### src/rtl/systolic_mac_pe.sv
// Output-stationary systolic MAC processing element.
// A flows east and B flows south with one register stage each. Products
// accumulate into a wide accumulator. A drain pulse snapshots the result
// onto a south-flowing psum chain, which then forwards UP_CNT upstream
// results so that the bottom PE delivers the whole column back-to-back.
module systolic_mac_pe #(
  parameter int DW     = 16,
  parameter int AW     = 40,
  parameter int OW     = 32,
  parameter int SIGNED = 1,
  parameter int SAT    = 1,
  parameter int UP_CNT = 0
) (
  input  logic          clk,
  input  logic          clr,
  input  logic [DW-1:0] a_in,
  input  logic          a_vld_in,
  input  logic [DW-1:0] b_in,
  input  logic          b_vld_in,
  output logic [DW-1:0] a_out,
  output logic          a_vld_out,
  output logic [DW-1:0] b_out,
  output logic          b_vld_out,
  input  logic          drain,
  input  logic [OW-1:0] psum_in,
  input  logic          psum_vld_in,
  output logic [OW-1:0] psum_out,
  output logic          psum_vld_out,
  output logic          ovf,
  output logic          busy
);

  localparam int CW = (UP_CNT < 2) ? 1 : $clog2(UP_CNT + 1);
  localparam logic [CW-1:0] CNT_INIT = CW'(UP_CNT);
  // Saturation bounds expressed at accumulator width.
  localparam logic [AW-1:0] SMAX = {{(AW-OW+1){1'b0}}, {(OW-1){1'b1}}};
  localparam logic [AW-1:0] SMIN = ~SMAX;
  localparam logic [AW:0]   UMAX = {{(AW+1-OW){1'b0}}, {OW{1'b1}}};

  typedef enum logic [1:0] {IDLE, EMIT, FWD} state_t;

  state_t          state;
  logic [CW-1:0]   cnt;
  logic [AW-1:0]   acc;

  logic            mac;
  logic [2*DW-1:0] ax, bx, prod;
  logic [AW-1:0]   addend;
  logic [AW-1:0]   sum;
  logic            carry;
  logic            wrap;
  logic [OW-1:0]   res;

  // Product, accumulate-with-wrap detection and saturated drain value.
  always_comb begin
    mac = a_vld_in & b_vld_in;
    if (SIGNED != 0) begin
      ax = (2*DW)'($signed(a_in));
      bx = (2*DW)'($signed(b_in));
    end else begin
      ax = (2*DW)'(a_in);
      bx = (2*DW)'(b_in);
    end
    // Low 2*DW bits of the extended product equal the true product.
    prod = ax * bx;
    addend = '0;
    if (mac) begin
      if (SIGNED != 0) addend = AW'($signed(prod));
      else             addend = AW'(prod);
    end
    {carry, sum} = {1'b0, acc} + {1'b0, addend};
    if (SIGNED != 0)
      wrap = (acc[AW-1] == addend[AW-1]) && (sum[AW-1] != acc[AW-1]);
    else
      wrap = carry;
    res = sum[OW-1:0];
    if (SAT != 0) begin
      if (SIGNED != 0) begin
        if ($signed(sum) > $signed(SMAX))      res = SMAX[OW-1:0];
        else if ($signed(sum) < $signed(SMIN)) res = SMIN[OW-1:0];
      end else if ({1'b0, sum} > UMAX) begin
        res = '1;
      end
    end
  end

  // Operand pipeline, accumulator and drain state machine.
  always_ff @(posedge clk) begin
    if (clr) begin
      a_out        <= '0;
      a_vld_out    <= 1'b0;
      b_out        <= '0;
      b_vld_out    <= 1'b0;
      acc          <= '0;
      ovf          <= 1'b0;
      psum_out     <= '0;
      psum_vld_out <= 1'b0;
      cnt          <= '0;
      busy         <= 1'b0;
      state        <= IDLE;
    end else begin
      a_out     <= a_in;
      a_vld_out <= a_vld_in;
      b_out     <= b_in;
      b_vld_out <= b_vld_in;

      if (state == IDLE && drain) begin
        acc <= '0;
        ovf <= 1'b0;
      end else if (mac) begin
        acc <= sum;
        if (wrap) ovf <= 1'b1;
      end

      case (state)
        IDLE: begin
          psum_vld_out <= 1'b0;
          busy         <= 1'b0;
          if (drain) begin
            psum_out     <= res;
            psum_vld_out <= 1'b1;
            busy         <= 1'b1;
            state        <= EMIT;
          end
        end
        EMIT: begin
          if (UP_CNT == 0) begin
            psum_vld_out <= 1'b0;
            busy         <= 1'b0;
            state        <= IDLE;
          end else begin
            // The edge leaving EMIT already captures the first upstream
            // result, so the loaded count is pre-decremented when it is
            // valid; this keeps the column output gap-free.
            psum_out     <= psum_in;
            psum_vld_out <= psum_vld_in;
            cnt          <= psum_vld_in ? CNT_INIT - CW'(1) : CNT_INIT;
            if (psum_vld_in && UP_CNT == 1) begin
              busy  <= 1'b0;
              state <= IDLE;
            end else begin
              state <= FWD;
            end
          end
        end
        FWD: begin
          psum_out     <= psum_in;
          psum_vld_out <= psum_vld_in;
          if (psum_vld_in) begin
            cnt <= cnt - CW'(1);
            if (cnt == CW'(1)) begin
              busy  <= 1'b0;
              state <= IDLE;
            end
          end
        end
        default: begin
          psum_vld_out <= 1'b0;
          busy         <= 1'b0;
          state        <= IDLE;
        end
      endcase
    end
  end

endmodule

### config.mk
export PLATFORM = sky130hd
export DESIGN_NAME = systolic_mac_pe
export DESIGN_NICKNAME = d
export VERILOG_FILES = /design/src/rtl/systolic_mac_pe.sv
export SDC_FILE = /design/constraint.sdc
export NUM_CORES = 1
export LEC_CHECK = 0
export CELL_PAD_IN_SITES_DETAIL_PLACEMENT = 0
export CELL_PAD_IN_SITES_GLOBAL_PLACEMENT = 1
export CORE_MARGIN = 2
export CORE_UTILIZATION = 30
export DETAILED_ROUTE_END_ITERATION = 12
export PLACE_DENSITY = 0.68
export REMOVE_ABC_BUFFERS = 1
export SLEW_MARGIN = 20
export SYNTH_ARGS = -nofsm -noshare
export SYNTH_HDL_FRONTEND = slang
export SYNTH_SLANG_ARGS = --single-unit
### constraint.sdc
create_clock -name clk -period 10.1 [get_ports clk]
set_input_delay 1.515 -clock clk [delete_from_list [all_inputs] [get_ports clk]]
set_output_delay 1.515 -clock clk [all_outputs]
set_load 0.005 [all_outputs]
* Yosys cells after proc, flatten, opt, wreduce, memory -nomap -nowiden
Cells that the tools add are included.
Cells by class: bitwise operators 1, add/sub/neg operators 2, multiplexer cells 14, multipliers 1, reduce and logical (&&, ||, !) cells 10, magnitude comparators 2, equality and inequality tests 6
Operators by type and width (number):
- 32-bit 2-to-1 mux | 3
- 32-bit case mux with 2 select lines | 1
- 40-bit adder | 1
- 40-bit by 32-bit greater-than comparator with 1-bit output (second input constant) | 1
- 40-bit by 32-bit less-than comparator with 1-bit output (second input constant) | 1
- 40-bit 2-to-1 mux | 1
- 16-bit by 16-bit multiplier with 32-bit output | 1
- 2-bit AND reduction | 4
- 2-bit 2-to-1 mux | 3
- 2-bit inequality test (second input constant) | 3
- 1-bit case mux with 2 select lines | 2
- 2-bit case mux with 2 select lines | 1
- 1-bit 2-to-1 mux | 3
- 3-bit AND reduction | 1
- 2-bit == test (second input constant) | 1
- 1-bit logical AND | 2
- 2-bit logical NOT | 1
- 2-bit nonzero test | 1
- 2-bit OR reduction | 1
- 1-bit bitwise AND | 1
- 1-bit == test | 1
- 1-bit inequality test | 1
- 1-bit subtractor (second input constant) | 1
Word-level totals: output and inout bits 69, bits in registers 112, word-level logic and storage cells 47

* Longest topological paths before layout
depth after elaboration 8, mapped depth 43

* Worst setup path before layout
No wires, ideal clock.
path type in2reg, from in a_in[7], to reg psum_out[28], arrival 9969 ps, setup slack 9 ps, library setup time 122 ps, buffers on the path 2, cell stages on the path 37, cell sequence clkbuf_1 and2_1 fa_1 inv_1 fa_1 fa_1 fa_1 inv_1 fa_1 inv_1 fa_1 inv_1 ha_1 and3_1 a211oi_1 o21ai_0 a211oi_1 o31ai_1 a31oi_1 o211ai_1 a41oi_1 xor2_1 nor2_1 ha_1 inv_1 nor3_1 and3_1 and3_1 o2111ai_1 a21oi_1 nor4_1 nor4_1 mux2i_1 nor3_1 a41o_2 buf_6 a221o_1
On the way: longest elaborated chain between the ends 8, elaborated cells on any way between the ends 9, classes of those cells 1 x add/sub; 1 x mul; 2 x order compare; 5 x mux
RTL lines:
- start, declared | RTL line 16 | input logic [DW-1:0] a_in,
- 16-bit by 16-bit multiplier with 32-bit output * | RTL line 65 | prod = ax * bx;
- 40-bit 2-to-1 mux * | RTL line 67 | if (mac) begin
- 40-bit adder * | RTL line 71 | {carry, sum} = {1'b0, acc} + {1'b0, addend};
- 40-bit by 32-bit less-than comparator with 1-bit output | RTL line 80 | else if ($signed(sum) < $signed(SMIN)) res = SMIN[OW-1:0];
- 32-bit 2-to-1 mux | RTL line 80
- 32-bit 2-to-1 mux * | RTL line 79 | if ($signed(sum) > $signed(SMAX)) res = SMAX[OW-1:0];
- 32-bit 2-to-1 mux * | RTL line 119 | if (drain) begin
- 32-bit case mux with 2 select lines * | RTL line 115 | case (state)
- end signal, assigned | RTL line 120 | psum_out <= res;
- end signal, assigned | RTL line 135 | psum_out <= psum_in;
- end signal, assigned | RTL line 147 | psum_out <= psum_in;
- end, declared | RTL line 27 | output logic [OW-1:0] psum_out,
Every way passes the cells marked *; elsewhere a longest branch is shown, timed or not. The select of a mux whose other input is x is not followed. A chain may end at the register's enable or synchronous reset.

* Worst setup path after layout
from in a_in[4], to reg psum_out[12]
The elaborated chain is that of the path after synthesis.

==> metrics.txt <==
status completed; max-cap viol count 0; busiest layer in global routing met2; Most used DFF post-synth dfxtp_1; Root Buffer clkbuf_16; Final Hold Fails 0; #FFs+latches synth 110; r2r setup slk about 6.0 ns; Synth Instances 1787; area delta synth->final 33.4%; gpl congestion 0.823; I/O Buffers between 100 and 150; max incr delay on CP ~0.55 ns; fin crit share 0.975; drt total wl between 40000 and 50000 um; Iter 0 DRT Violations 549; first-pass GRT wire length roughly 73000 um; TritonRoute pass-1 iters 5; GR met1 Demand/Resource 0.219; Clock Sinks between 100 and 150; worst endpoint required time roughly 10 ns; Core Area a little over 50000 um2; unrepaired setup endpoints after global routing yes; syn avg cell area between 8 and 9 um2; CTS tree built; EDFF count, synth 0; worst reg2reg startpoint acc[0]; HP Class reg2reg; measured slew at the worst slew-check pin approximately 1.0 ns; Layout fillers approximately 5000; Global Route met2 Usage 0.290; slowest stage cell, crit path fa_1; Async SR Flop Fraction 0; clk_lat worst skew ~0.4 ns; Crit Path Class in2reg; Top Family by Delay on Critical Path adder cells; Global Route Usage Sum 0.171; nets@finish between 2000 and 3000; WP depth 39; Slew headroom 0.329; CP Buf/Inv Count 8; Post-Route Utilization 0.407; number of H-tree levels 3; worst reg2reg path endpoint psum_out[12]; layout cell share with drive strength beyond 1 0.241; clk buf depth 2; crit path max fanout 5; Synth area leader fa_1; Synth area leaders fa_1 34%, dfxtp_1 14%, ha_1 9.2%; pin count of the biggest net entering global routing 45; CP arrival 10.14 ns; # IOs between 100 and 150; YS warnings 0; Die Ht about 230 um; drt wl/cell between 15 and 20 um; grt met3 use 0.0288; reg2reg path depth 16; gr ovfl total 0; clock slew at reported path FFs around 0.090 ns; Slew Viols, Final 0; site row count 83; Starting Density 0.305; number of antenna diodes 0; cts bufs inserted 9; sequential fraction of the synthesis area 0.140; vias in the first global route around 14000; share of the synthesized area in the top cell type 0.335; Vias per Instance 4.70; crit path setup slack, layout ~0.25 ns; distinct cell type count after synthesis 73; DIE AREA 54200 um2; setup slack at placement -1.10 ns; Via Count between 10000 and 15000; final setup violation count 0; maximum clock rate ~100 MHz; Worst Clk Skew 0.00974 ns; Syn Std Cell Area between 15000 and 20000 um2; dpl hpwl between 30000 and 40000 um; CP Capture Point psum_out[12]; minimum clock period a little under 10 ns; Crit. End Element register; crit path from a_in[4]; initial antenna violation count 0; antenna viol nets, final 0; crit start category input pin; Die Width 233 um; most used cell, CP fa_1; number of remaining DRC errors 0
## registers in the layout, summed over array words and instances, names as in the netlist
name and flops:
psum_vld_out 1, b_out 16, busy 1, b_vld_out 1, a_vld_out 1, a_out 16, acc 40, ovf 1
state 1, psum_out 32
## metrics by stage
step | cells | hold WS, ns | cell area [um2] | setup TNS (ns)
2_1_floorplan | 1712 | 0.441 | 15400 | 0
3_3_place_gp | 2743 | 0.448 | 19200 | -37.65
3_5_place_dp | 2743 | 0.454 | 19200 | -37.78
4_1_cts | 2806 | 0.465 | 20400 | 0
5_1_grt | 2822 | 0.483 | 21000 | -1.13
6_report | 2822 | 0.465 | 21000 | 0
## placed cells by master, fill, tap and decap left out, types with 14 or more instances in the layout
cell type	synthesis	routed
fa_1	263	250
o21ai_0	38	30
xnor2_1	46	44
buf_6	7	31
and2_4	0	16
nor3_1	26	17
ha_1	116	99
nand2_1	210	199
clkdlybuf4s50_1	0	73
xor2_1	14	14
nand3_1	19	18
buf_4	0	263
dfxtp_1	110	110
a221o_1	29	29
inv_1	325	296
inv_2	1	29
nor2b_1	45	42
and2_1	132	116
a21oi_1	87	76
buf_12	0	14
nand2b_1	15	15
a21o_1	16	16
nor2_1	78	75
## synthesized netlist by cell type (all sizes together) (2+ instances only)
library cell and number:
a31oi 11, xnor2 46, ha 116, a2bb2oi 5, a32oi 3, inv 326, a311oi 2, a211oi 15
a21o 16, or4 2, or2 3, o31ai 4, o22ai 3, fa 263, nand4 6, o21bai 13
nand2 211, mux2i 3, o41ai 2, nor4 5, and2 132, o211ai 5, a221o 29, xor2 14
o21a 8, nand2b 15, nor2b 46, dfxtp 110, nand3 19, a21boi 2, nor3 28, o21ai 43
and3 14, buf 15, nor2 79, or3 3, clkbuf 60, a21oi 89, a2111oi 2, a211o 4
## timing repair
item                                   CTS  global route
cloned                                   5             3
buffers inserted                        42            17
pin swaps                               38            77
gates resized for setup                187           139
endpoints found under the hold margin    0             0
setup endpoints to repair               38            32
hold buffers                             0             0
## layer usage
metal  vias up  share of wire  routed length [um]
met5         -              0                   0
met4         0          0.034                1530
met3        62          0.043                1910
met2       237           0.49               22000
met1      6638           0.43               19400
li1       6328              -                   -
## final cells by class
cell class                 count  area, um2  share of cell area
timing repair buffer         414       3670               0.175
sequential                   110       2200               0.105
inverter                     326       1230              0.0585
clock inverter                 7       83.8             0.00400
clock buffer                   9        225              0.0107
multi-input combinational   1276      12700               0.606
tap                          680        851              0.0406
## logic make-up (layout without fill, tap and decap cells)
group / Yosys count / count (layout) / share of synthesized area
xor gates and xnor gates: 61 / 61 / 0.0350
and+or+nand+nor: 567 / 567 / 0.179
adders and majority gates: 379 / 379 / 0.427
buffers and inverters: 401 / 756 / 0.0995
AOI/OAI and AO/OA: 266 / 266 / 0.117
muxes: 3 / 3 / 0.00191
DFF: 110 / 110 / 0.140
## tightest hold or removal path, stage by stage, from the launching register on
cell     delay [ns]
dfxtp_1        0.32
nand2_1        0.05
a21oi_1        0.05
## worst min path at each step
stage	endpoint	start	cells after the start	slack, ns
2_1_floorplan	acc[0]	acc[0]	2	0.44
3_3_place_gp	acc[0]	acc[0]	2	0.45
3_5_place_dp	acc[30]	acc[30]	2	0.45
4_1_cts	acc[30]	acc[30]	2	0.46
5_1_grt	acc[4]	acc[4]	2	0.48
6_report	acc[14]	acc[14]	2	0.46
Power is left out: the tool's default activity adds up to more than one toggle a clock period on the data nets, which glitch-free logic cannot reach.
